`config.mk`:
```
export PLATFORM = sky130hd
export DESIGN_NAME = ibex_load_store_ctrl
export DESIGN_NICKNAME = d
export VERILOG_FILES = /design/src/rtl/ibex_pkg.sv /design/src/rtl/ibex_lsu_rdata_align.sv /design/src/rtl/ibex_load_store_ctrl.sv
export SDC_FILE = /design/constraint.sdc
export NUM_CORES = 1
export LEC_CHECK = 0
export CAP_MARGIN = 20
export CORE_ASPECT_RATIO = 1.25
export CORE_UTILIZATION = 40
export DETAILED_ROUTE_END_ITERATION = 7
export GPL_TIMING_DRIVEN = 0
export PLACE_DENSITY = 0.74
export SLEW_MARGIN = 20
export SYNTH_ARGS = -nofsm -noshare
export SYNTH_HDL_FRONTEND = slang
export SYNTH_SLANG_ARGS = --single-unit
```
`constraint.sdc`:
```
create_clock -name clk_i -period 3.1 [get_ports clk_i]
set_clock_uncertainty 0.2 [all_clocks]
set_input_delay 0.31 -clock clk_i [delete_from_list [all_inputs] [get_ports clk_i]]
set_output_delay 0.31 -clock clk_i [all_outputs]
set_load 0.1 [all_outputs]
```
`src/rtl/ibex_pkg.sv`:
```
// Shared LSU types and helpers.
//   ls_type_e   : access size of a load/store
//   ls_be_mask  : byte-enable mask for an access size, LSB-aligned
package ibex_pkg;

   localparam int unsigned AddrW = 32;
   localparam int unsigned DataW = 32;
   localparam int unsigned BeW   = DataW / 8;

   typedef enum logic [1:0] {
      LS_WORD = 2'b00,
      LS_HALF = 2'b01,
      LS_BYTE = 2'b10
   } ls_type_e;

   // Byte lanes touched by an access of the given size at offset 0.
   function automatic logic [BeW-1:0] ls_be_mask(input ls_type_e t);
      case (t)
         LS_HALF: ls_be_mask = 4'b0011;
         LS_BYTE: ls_be_mask = 4'b0001;
         default: ls_be_mask = 4'b1111;
      endcase
   endfunction

endpackage

```
`src/rtl/ibex_lsu_rdata_align.sv`:
```
// Combinational read-data alignment: shifts the {hi,lo} word pair right by the
// byte offset and zero/sign-extends the selected byte, half or word.
//   hi_word / lo_word : response words (hi is zero for an unsplit access)
//   offset            : byte offset of the access
//   ls_type           : access size
//   sign_ext          : sign-extend byte/half results
//   rdata             : aligned, extended result
module ibex_lsu_rdata_align
   import ibex_pkg::*;
(
   input  logic [DataW-1:0] hi_word,
   input  logic [DataW-1:0] lo_word,
   input  logic [1:0]       offset,
   input  ls_type_e         ls_type,
   input  logic             sign_ext,
   output logic [DataW-1:0] rdata
);

   logic [2*DataW-1:0] pair_shifted;
   logic [DataW-1:0]   raw;

   assign pair_shifted = {hi_word, lo_word} >> {offset, 3'b000};
   assign raw          = pair_shifted[DataW-1:0];

   // Size/sign extension of the shifted word.
   always_comb begin
      rdata = raw;
      case (ls_type)
         LS_BYTE: rdata = {{24{sign_ext & raw[7]}}, raw[7:0]};
         LS_HALF: rdata = {{16{sign_ext & raw[15]}}, raw[15:0]};
         default: rdata = raw;
      endcase
   end

endmodule

```
`src/rtl/ibex_load_store_ctrl.sv`:
```
// Load/store unit: accepts one request from ID/EX, drives the data-memory
// req/gnt/rvalid bus, splits misaligned accesses into two word transactions
// and returns aligned/extended load data with a one-cycle completion pulse.
//   clk_i, rst_i          : clock, synchronous active-high reset
//   lsu_*_i               : request from ID/EX (accepted on lsu_req_i & lsu_ready_o)
//   lsu_ready_o/busy_o    : idle / transaction in flight
//   data_*                : data-memory bus (one outstanding transaction)
//   lsu_rdata_o/_we_o     : load result and RF write strobe
//   lsu_resp_valid_o      : completion pulse, lsu_err_o/lsu_err_addr_o qualify it
module ibex_load_store_ctrl
   import ibex_pkg::*;
#(
   parameter bit MisalignedEn = 1'b1
) (
   input  logic             clk_i,
   input  logic             rst_i,
   input  logic             lsu_req_i,
   input  logic             lsu_we_i,
   input  ls_type_e         lsu_type_i,
   input  logic             lsu_sign_ext_i,
   input  logic [AddrW-1:0] lsu_addr_i,
   input  logic [DataW-1:0] lsu_wdata_i,
   output logic             lsu_ready_o,
   output logic             lsu_busy_o,
   output logic             data_req_o,
   input  logic             data_gnt_i,
   output logic [AddrW-1:0] data_addr_o,
   output logic             data_we_o,
   output logic [BeW-1:0]   data_be_o,
   output logic [DataW-1:0] data_wdata_o,
   input  logic             data_rvalid_i,
   input  logic [DataW-1:0] data_rdata_i,
   input  logic             data_err_i,
   output logic [DataW-1:0] lsu_rdata_o,
   output logic             lsu_rdata_we_o,
   output logic             lsu_resp_valid_o,
   output logic             lsu_err_o,
   output logic [AddrW-1:0] lsu_err_addr_o
);

   localparam logic [2:0] IDLE      = 3'd0;
   localparam logic [2:0] WAIT_GNT0 = 3'd1;
   localparam logic [2:0] WAIT_RV0  = 3'd2;
   localparam logic [2:0] WAIT_GNT1 = 3'd3;
   localparam logic [2:0] WAIT_RV1  = 3'd4;
   localparam logic [2:0] MIS_ERR   = 3'd5;

   logic [2:0]       state_q, state_d;
   logic             req_q, req_d;
   logic [AddrW-1:0] addr_q, addr_d;
   logic             we_q, we_d;
   logic [BeW-1:0]   be_q, be_d;
   logic [DataW-1:0] wdata_q, wdata_d;
   logic [BeW-1:0]   be_hi_q, be_hi_d;
   logic [DataW-1:0] wdata_hi_q, wdata_hi_d;
   logic [AddrW-1:0] lsu_addr_q, lsu_addr_d;
   ls_type_e         type_q, type_d;
   logic             sign_q, sign_d;
   logic             split_q, split_d;
   logic [DataW-1:0] rdata_q, rdata_d;

   logic             resp_valid, resp_err, resp_we;
   logic [AddrW-1:0] resp_err_addr;

   // Request decode: lane mask placed at the byte offset across two words.
   logic [1:0]         req_offset;
   logic [2*BeW-1:0]   req_be8;
   logic [2*DataW-1:0] req_wdata64;
   logic               req_misaligned;

   assign req_offset     = lsu_addr_i[1:0];
   assign req_be8        = {4'b0000, ls_be_mask(lsu_type_i)} << req_offset;
   assign req_wdata64    = {32'b0, lsu_wdata_i} << {req_offset, 3'b000};
   assign req_misaligned = |req_be8[2*BeW-1:BeW];

   // Read-data path: pair the saved low word with the second response when split.
   logic             in_rv1;
   logic [DataW-1:0] align_hi, align_lo, align_rdata;

   assign in_rv1   = (state_q == WAIT_RV1);
   assign align_lo = in_rv1 ? rdata_q : data_rdata_i;
   assign align_hi = in_rv1 ? data_rdata_i : 32'b0;

   ibex_lsu_rdata_align u_align (
      .hi_word  (align_hi),
      .lo_word  (align_lo),
      .offset   (lsu_addr_q[1:0]),
      .ls_type  (type_q),
      .sign_ext (sign_q),
      .rdata    (align_rdata)
   );

   // State and datapath registers.
   always_ff @(posedge clk_i) begin
      if (rst_i) begin
         state_q    <= IDLE;
         req_q      <= 1'b0;
         addr_q     <= '0;
         we_q       <= 1'b0;
         be_q       <= '0;
         wdata_q    <= '0;
         be_hi_q    <= '0;
         wdata_hi_q <= '0;
         lsu_addr_q <= '0;
         type_q     <= LS_WORD;
         sign_q     <= 1'b0;
         split_q    <= 1'b0;
         rdata_q    <= '0;
      end else begin
         state_q    <= state_d;
         req_q      <= req_d;
         addr_q     <= addr_d;
         we_q       <= we_d;
         be_q       <= be_d;
         wdata_q    <= wdata_d;
         be_hi_q    <= be_hi_d;
         wdata_hi_q <= wdata_hi_d;
         lsu_addr_q <= lsu_addr_d;
         type_q     <= type_d;
         sign_q     <= sign_d;
         split_q    <= split_d;
         rdata_q    <= rdata_d;
      end
   end

   // Next-state, next-datapath and completion decode.
   always_comb begin
      state_d       = state_q;
      req_d         = req_q;
      addr_d        = addr_q;
      we_d          = we_q;
      be_d          = be_q;
      wdata_d       = wdata_q;
      be_hi_d       = be_hi_q;
      wdata_hi_d    = wdata_hi_q;
      lsu_addr_d    = lsu_addr_q;
      type_d        = type_q;
      sign_d        = sign_q;
      split_d       = split_q;
      rdata_d       = rdata_q;
      resp_valid    = 1'b0;
      resp_err      = 1'b0;
      resp_we       = 1'b0;
      resp_err_addr = '0;

      case (state_q)
         IDLE: begin
            if (lsu_req_i) begin
               lsu_addr_d = lsu_addr_i;
               we_d       = lsu_we_i;
               type_d     = lsu_type_i;
               sign_d     = lsu_sign_ext_i;
               if (req_misaligned && !MisalignedEn) begin
                  state_d = MIS_ERR;
               end else begin
                  state_d    = WAIT_GNT0;
                  req_d      = 1'b1;
                  addr_d     = {lsu_addr_i[31:2], 2'b00};
                  be_d       = req_be8[BeW-1:0];
                  wdata_d    = req_wdata64[DataW-1:0];
                  be_hi_d    = req_be8[2*BeW-1:BeW];
                  wdata_hi_d = req_wdata64[2*DataW-1:DataW];
                  split_d    = req_misaligned;
               end
            end
         end
         WAIT_GNT0: begin
            if (data_gnt_i) begin
               req_d   = 1'b0;
               state_d = WAIT_RV0;
            end
         end
         WAIT_RV0: begin
            if (data_rvalid_i) begin
               if (data_err_i) begin
                  // First part faulted: second part is never issued.
                  resp_valid    = 1'b1;
                  resp_err      = 1'b1;
                  resp_err_addr = lsu_addr_q;
                  state_d       = IDLE;
               end else if (split_q) begin
                  rdata_d = data_rdata_i;
                  req_d   = 1'b1;
                  addr_d  = {lsu_addr_q[31:2] + 30'd1, 2'b00};
                  be_d    = be_hi_q;
                  wdata_d = wdata_hi_q;
                  state_d = WAIT_GNT1;
               end else begin
                  resp_valid = 1'b1;
                  resp_we    = ~we_q;
                  state_d    = IDLE;
               end
            end
         end
         WAIT_GNT1: begin
            if (data_gnt_i) begin
               req_d   = 1'b0;
               state_d = WAIT_RV1;
            end
         end
         WAIT_RV1: begin
            if (data_rvalid_i) begin
               resp_valid = 1'b1;
               if (data_err_i) begin
                  resp_err      = 1'b1;
                  resp_err_addr = addr_q;
               end else begin
                  resp_we = ~we_q;
               end
               state_d = IDLE;
            end
         end
         MIS_ERR: begin
            resp_valid    = 1'b1;
            resp_err      = 1'b1;
            resp_err_addr = lsu_addr_q;
            state_d       = IDLE;
         end
         default: begin
            state_d = IDLE;
            req_d   = 1'b0;
         end
      endcase
   end

   assign lsu_ready_o      = (state_q == IDLE);
   assign lsu_busy_o       = (state_q != IDLE);
   assign data_req_o       = req_q;
   assign data_addr_o      = addr_q;
   assign data_we_o        = we_q;
   assign data_be_o        = be_q;
   assign data_wdata_o     = wdata_q;
   assign lsu_resp_valid_o = resp_valid;
   assign lsu_err_o        = resp_err;
   assign lsu_err_addr_o   = resp_err_addr;
   assign lsu_rdata_we_o   = resp_we;
   assign lsu_rdata_o      = resp_we ? align_rdata : 32'b0;

endmodule

```
### After elaboration in Yosys (flattened, before gate mapping)

Index checks and enable logic that the tools add are counted.

* add/subtract/negate cells: 1
* multipliers: 0
* divide/modulo/power cells: 0
* order comparisons: 0
* equal/unequal tests: 17
* shift operators: 3
* muxes and demuxes: 53
* bitwise operators: 5
* reduce and logical (&&, ||, !) cells: 12

Operator list (count)
* 32-bit 2-to-1 mux: 15
* 32-bit case mux with 2 select lines: 3
* 32-bit case mux with 3 select lines: 1
* 32-bit by 5-bit << shifter with 64-bit output: 1
* 64-bit by 5-bit right shift with 32-bit output: 1
* 30-bit by 1-bit adder with 30-bit output (second input constant): 1
* 1-bit 2-to-1 mux: 16
* 4-bit 2-to-1 mux: 4
* 4-bit case mux with 2 select lines: 2
* 3-bit 2-to-1 mux: 5
* 3-bit case mux with 5 select lines: 1
* 2-bit != test (second input constant): 7
* 5-bit AND reduction: 2
* 4-bit by 2-bit << shifter with 8-bit output: 1
* 3-bit by 2-bit equality test with 1-bit output (second input constant): 2
* 3-bit equality test (second input constant): 2
* 6-bit AND reduction: 1
* 2-bit OR reduction: 3
* 2-bit by 1-bit equality test with 1-bit output (second input constant): 2
* 2-bit equality test (second input constant): 2
* 2-bit 2-to-1 mux: 2
* 1-bit case mux with 2 select lines: 2
* 1-bit case mux with 4 select lines: 1
* 4-bit AND reduction: 1
* other kinds (10): 13

* register bits: 177
* latch bits: 0
* bits in writable memories: 0
* bits in read-only memories: 0
* input port bits: 106
* output and inout bits: 139
* word-level logic and storage cells: 104
* memories kept: 0

### Logic depth before layout (Yosys ltp)

* depth in word-level cells: 6
* depth in mapped cells: 9
* mapped depth without buffers: 7

### Cells and area by module

Synthesis repeated with hierarchy kept, for this count alone.

* cells, all modules: 1181
* area total of the unflattened synthesis: 9745.6 µm²

By module, submodules not included
* ibex_load_store_ctrl: times used 1, cells an instance 1097, area an instance 8695.8 µm², sequential area each 3323.2 µm²
* ibex_lsu_rdata_align: times used 1, cells an instance 84, area an instance 1049.8 µm², sequential area each 0.0 µm²

### Least setup slack after synthesis

OpenSTA, ideal clock, no wires.

* path type: flip-flop to output port
* from: register we_q (netlist: data_we_o)
* to: output port lsu_rdata_o[22]
* arrival time: 4057 ps
* required time: 2590 ps
* setup slack: -1467 ps
* stages on the path, launching flop included: 7
* path buffers: 2
* cells stage by stage: dfxtp_1 or3_1 clkbuf_1 inv_1 nand2_1 clkbuf_1 a22oi_1

* cells in the longest elaborated chain, start to end: 6
* elaborated cells between the ends (all ways): 8
* classes of those cells: mux: 7; bitwise: 1

RTL lines
* start, declared: line ibex_load_store_ctrl.sv:51 `logic we_q, we_d;`
* start signal, assigned: line ibex_load_store_ctrl.sv:113 `we_q <= we_d;`
* 1-bit inverter (*): line ibex_load_store_ctrl.sv:190, ibex_load_store_ctrl.sv:208
* 1-bit 2-to-1 mux: line ibex_load_store_ctrl.sv:181 `end else if (split_q) begin`
* 1-bit 2-to-1 mux: line ibex_load_store_ctrl.sv:175 `if (data_err_i) begin`
* 1-bit 2-to-1 mux: line ibex_load_store_ctrl.sv:174 `if (data_rvalid_i) begin`
* 1-bit case mux with 2 select lines (*): line ibex_load_store_ctrl.sv:146 `case (state_q)`
* named net lsu_rdata_we_o: line ibex_load_store_ctrl.sv:35 `output logic lsu_rdata_we_o,`
* 32-bit 2-to-1 mux (*): line ibex_load_store_ctrl.sv:237 `assign lsu_rdata_o = resp_we ? align_rdata : 32'b0;`
* end, declared: line ibex_load_store_ctrl.sv:34 `output logic [DataW-1:0] lsu_rdata_o,`

Mark *: on every way through the listed nets, which the timed path passes. The rest lies on a longest branch.

### Worst setup path in the final report

* from: register state_q[0]
* to: output port lsu_rdata_o[23]

* cells in the longest elaborated chain, start to end: 6
* elaborated cells between the ends (all ways): 10
* classes of those cells: eq/ne: 2; shift: 1; mux: 5; bitwise: 2

RTL lines
* start, declared: line ibex_load_store_ctrl.sv:48 `logic [2:0] state_q, state_d;`
* start signal, assigned: line ibex_load_store_ctrl.sv:110 `state_q <= state_d;`
* 3-bit equality test: line ibex_load_store_ctrl.sv:80, ibex_load_store_ctrl.sv:146
* 32-bit 2-to-1 mux, on equally long branches: line ibex_load_store_ctrl.sv:81, ibex_load_store_ctrl.sv:82
* 64-bit by 5-bit right shift with 32-bit output: line ibex_lsu_rdata_align.sv:22 `assign pair_shifted = {hi_word, lo_word} >> {offset, 3'b000};`
* 1-bit bitwise AND, on equally long branches: line ibex_lsu_rdata_align.sv:30, ibex_lsu_rdata_align.sv:29
* 32-bit case mux with 2 select lines: line ibex_lsu_rdata_align.sv:28 `case (ls_type)`
* 32-bit 2-to-1 mux (*): line ibex_load_store_ctrl.sv:237

Every way passes the cells marked *; elsewhere a longest branch is shown, timed or not.

==> results_dict.tcl <==
set metrics [dict create \
    core_area_um2 23650 \
    wl_met1_mm 15.42 \
    synth.avg_cell_area_um2 7.688 \
    worstSetupPathType "reg2out" \
    drtIter0Drc 1109 \
    fin_ws_ns -0.1768 \
    route.detailed.drc 0 \
    drt-pass1-iter-count 6 \
    num_rows 63 \
    status "finished, violations left" \
    yosysSeqAreaShare_pct 34.55 \
    setup_violations 25 \
    worst_hold_path_type "in2reg" \
    die_area_um2 24670 \
    grt.overflow.total 0 \
    gp_congestion 0.9798 \
    cts_hold_buf 0 \
    routed_wl_mm 41.26 \
    wl_met2_mm 19.92 \
    ys.flop_type "dfxtp_1" \
    maxCapViolations 0 \
    yosysUniqueCellTypes 58 \
    cp.arrival_ns 2.77 \
    worstPathMaxFanout 5 \
    antenna_found_initial 2 \
    grt_usage_pct 32.98 \
    routed.top_layer "met4" \
    drive_gt1_share_pct 18.21 \
    ys_warn_count 0 \
    cp.required_ns 2.59 \
    grt_max_degree 17 \
    synth_top_area_share_pct 34.55 \
    synth_seq_cells 166 \
    synth_cells 1251 \
    htreeDepth 4 \
    grt_pass1_wl_mm 61.60 \
    leakage_nw 5.015 \
    async_flop_share_pct 0 \
    max_slew_margin_pct 29.34 \
    synth-edff-count 0 \
    clkSinkCount 166 \
    num_vias 11250 \
    routedWlPerCell_um 22.45 \
    dp_slack_ns -1.399 \
    antenna_left 0 \
    die_w_um 140.7 \
    fin_nets 1641 \
    area_delta_synth_final_pct 46.12 \
    path_clk_slew_ns 0.07 \
    synth_top_area_cell "dfxtp_1" \
    ios 245 \
    fin_crit_ns 3.277 \
    viasPerCell 6.121 \
    synthesis.area_um2 9618 \
    drv_slew 0 \
    synth_area_leaders "dfxtp_1, nand2_1, a21oi_1, mux2i_1, clkbuf_1" \
    power_w 0.006589 \
    cts.path.max_buffers 2 \
    hpwlAfterDp_mm 30.51 \
    clock.fmax_ghz 0.3052 \
    start_util_pct 40.67 \
    clockRootBuffer "clkbuf_16" \
    cts_tree "yes" \
    clock_latency_ns 0.44 \
    first_global_vias 10740 \
    worst_pin_slew_ns 1.057 \
    rsz0062_at_grt "yes" \
    crit_path_end_kind "primary output" \
    failed_checks "negative setup slack" \
    critPathLaunchType "flip-flop" \
    wl_met3_mm 3.531 \
    final_hold_viol_count 0 \
    dieHeight_um 175.4 \
    post-route-period-util_pct 105.7 \
    cts_inserted_buffers 17 \
    power.density_nw_per_um2 468.9 \
    io_buffer_count 239 \
    vdd_drop_max_mv 0.3304 \
]
final timing paths:
| check | slack [ns] | endpoint | from | depth (start not counted) |
|---|---|---|---|---|
| max reg2reg | 0.10 | data_wdata_o[8] | state_q[2] | 9 |
| max | -0.18 | lsu_rdata_o[23] | state_q[0] | 7 |
| min | 0.25 | lsu_addr_q[23] | lsu_addr_i[23] | 3 |
| min reg2reg | 0.25 | data_wdata_o[26] | data_wdata_o[26] | 2 |
kinds of logic after synthesis:
group / count (synthesis) / synth area share [%]
other cells: 1 / 0.03899
fa+ha+maj: 4 / 0.5204
compound gates: 344 / 22.99
mux: 96 / 11.49
buf+inv: 137 / 5.659
xor+xnor: 20 / 1.821
flops: 166 / 34.55
simple gates: 483 / 22.94
critical path: stages, from the launching register on:
cell and delay (ns):
dfxtp_4 0.36, or3b_4 0.44, mux4_2 0.49, a22o_4 0.28
o211ai_4 0.26, buf_6 0.18, a22oi_2 0.10, buf_12 0.21
per-stage QoR:
step	cells	TNS [ns]	hold slack (ns)	util, %	cell area [µm²]
after detailed placement	1784	-86.48	0.2461	53.69	12700
final	1838	-3.577	0.2451	59.43	14050
after floorplan	1252	-4.492	0.2265	-	9935
after global routing	1835	-4.695	0.2683	59.40	14050
after global placement	1783	-86.37	0.2379	53.67	12690
after CTS	1830	-6.550	0.2472	58.78	13900
state kept, by name, indices dropped and copies added (netlist names), 2 cells and up:
name          cells
data_wdata_o     32
lsu_addr_q       32
rdata_q          32
data_addr_o      30
wdata_hi_q       24
data_be_o         4
be_hi_q           3
state_q           3
type_q            2
layer usage:
layer / up-vias / global-route usage [%]
met3: 142 / 5.834
met5: - / 0
met4: 0 / 20.88
met2: 694 / 56.53
li1: 5091 / -
met1: 5324 / 37.91
timing repair:
action | in CTS | in global routing
pin swaps | 12 | 22
cloned | 2 | 0
setup endpoints to repair | 107 | 74
buffers inserted | 15 | 9
resized for setup | 566 | 50
layout make-up:
class / count / area [µm²]
fillers: 2121 / 9594
flip-flops and latches: 166 / 3336
diodes: 3 / 7.507
well taps: 292 / 365.4
plain buffers: 117 / 589.3
multi-input cells: 949 / 6306
clock buffers: 18 / 429.2
repair buffers: 264 / 2808
inverters: 16 / 63.81
clock inverters: 13 / 148.9
layout by cell type, fill, tap and decap left out, types with 13 or more instances in the layout:
| cell | n |
|---|---|
| clkbuf_1 | 83 |
| buf_12 | 26 |
| buf_4 | 54 |
| clkdlybuf4s50_1 | 170 |
| clkbuf_16 | 17 |
| a21oi_1 | 139 |
| inv_1 | 14 |
| mux2i_1 | 44 |
| a21oi_4 | 13 |
| nor2_1 | 71 |
| a221oi_1 | 19 |
| a22oi_2 | 21 |
| nand3_1 | 43 |
| a22o_1 | 30 |
| nor3_1 | 55 |
| a211oi_1 | 15 |
| nand2_1 | 223 |
| mux2_2 | 25 |
| o21ai_0 | 36 |
| dfxtp_1 | 162 |
report_power, final:
part,switching (W),internal (W)
sequential,0.000136,0.00227
combinational,0.00142,0.000610
clock,0.000953,0.00120
synth_stat cells, drive strengths merged, types with 6 or more instances:
| library cell | instances |
|---|---|
| clkbuf | 103 |
| a22o | 31 |
| dfxtp | 166 |
| a211oi | 16 |
| mux2i | 62 |
| buf | 18 |
| a31oi | 7 |
| a221oi | 19 |
| nor4 | 11 |
| xor2 | 8 |
| nor3 | 56 |
| o21ai | 42 |
| o211ai | 13 |
| nor2 | 74 |
| a211o | 6 |
| nand3 | 43 |
| and4 | 6 |
| mux4 | 9 |
| mux2 | 25 |
| and3 | 6 |
| or3 | 10 |
| nor2b | 6 |
| a21oi | 157 |
| a221o | 8 |
| a22oi | 22 |
| xnor2 | 12 |
| and2 | 9 |
| or4b | 8 |
| nand4 | 9 |
| nand2 | 229 |
| inv | 15 |
(Power assumes the default switching activity.)
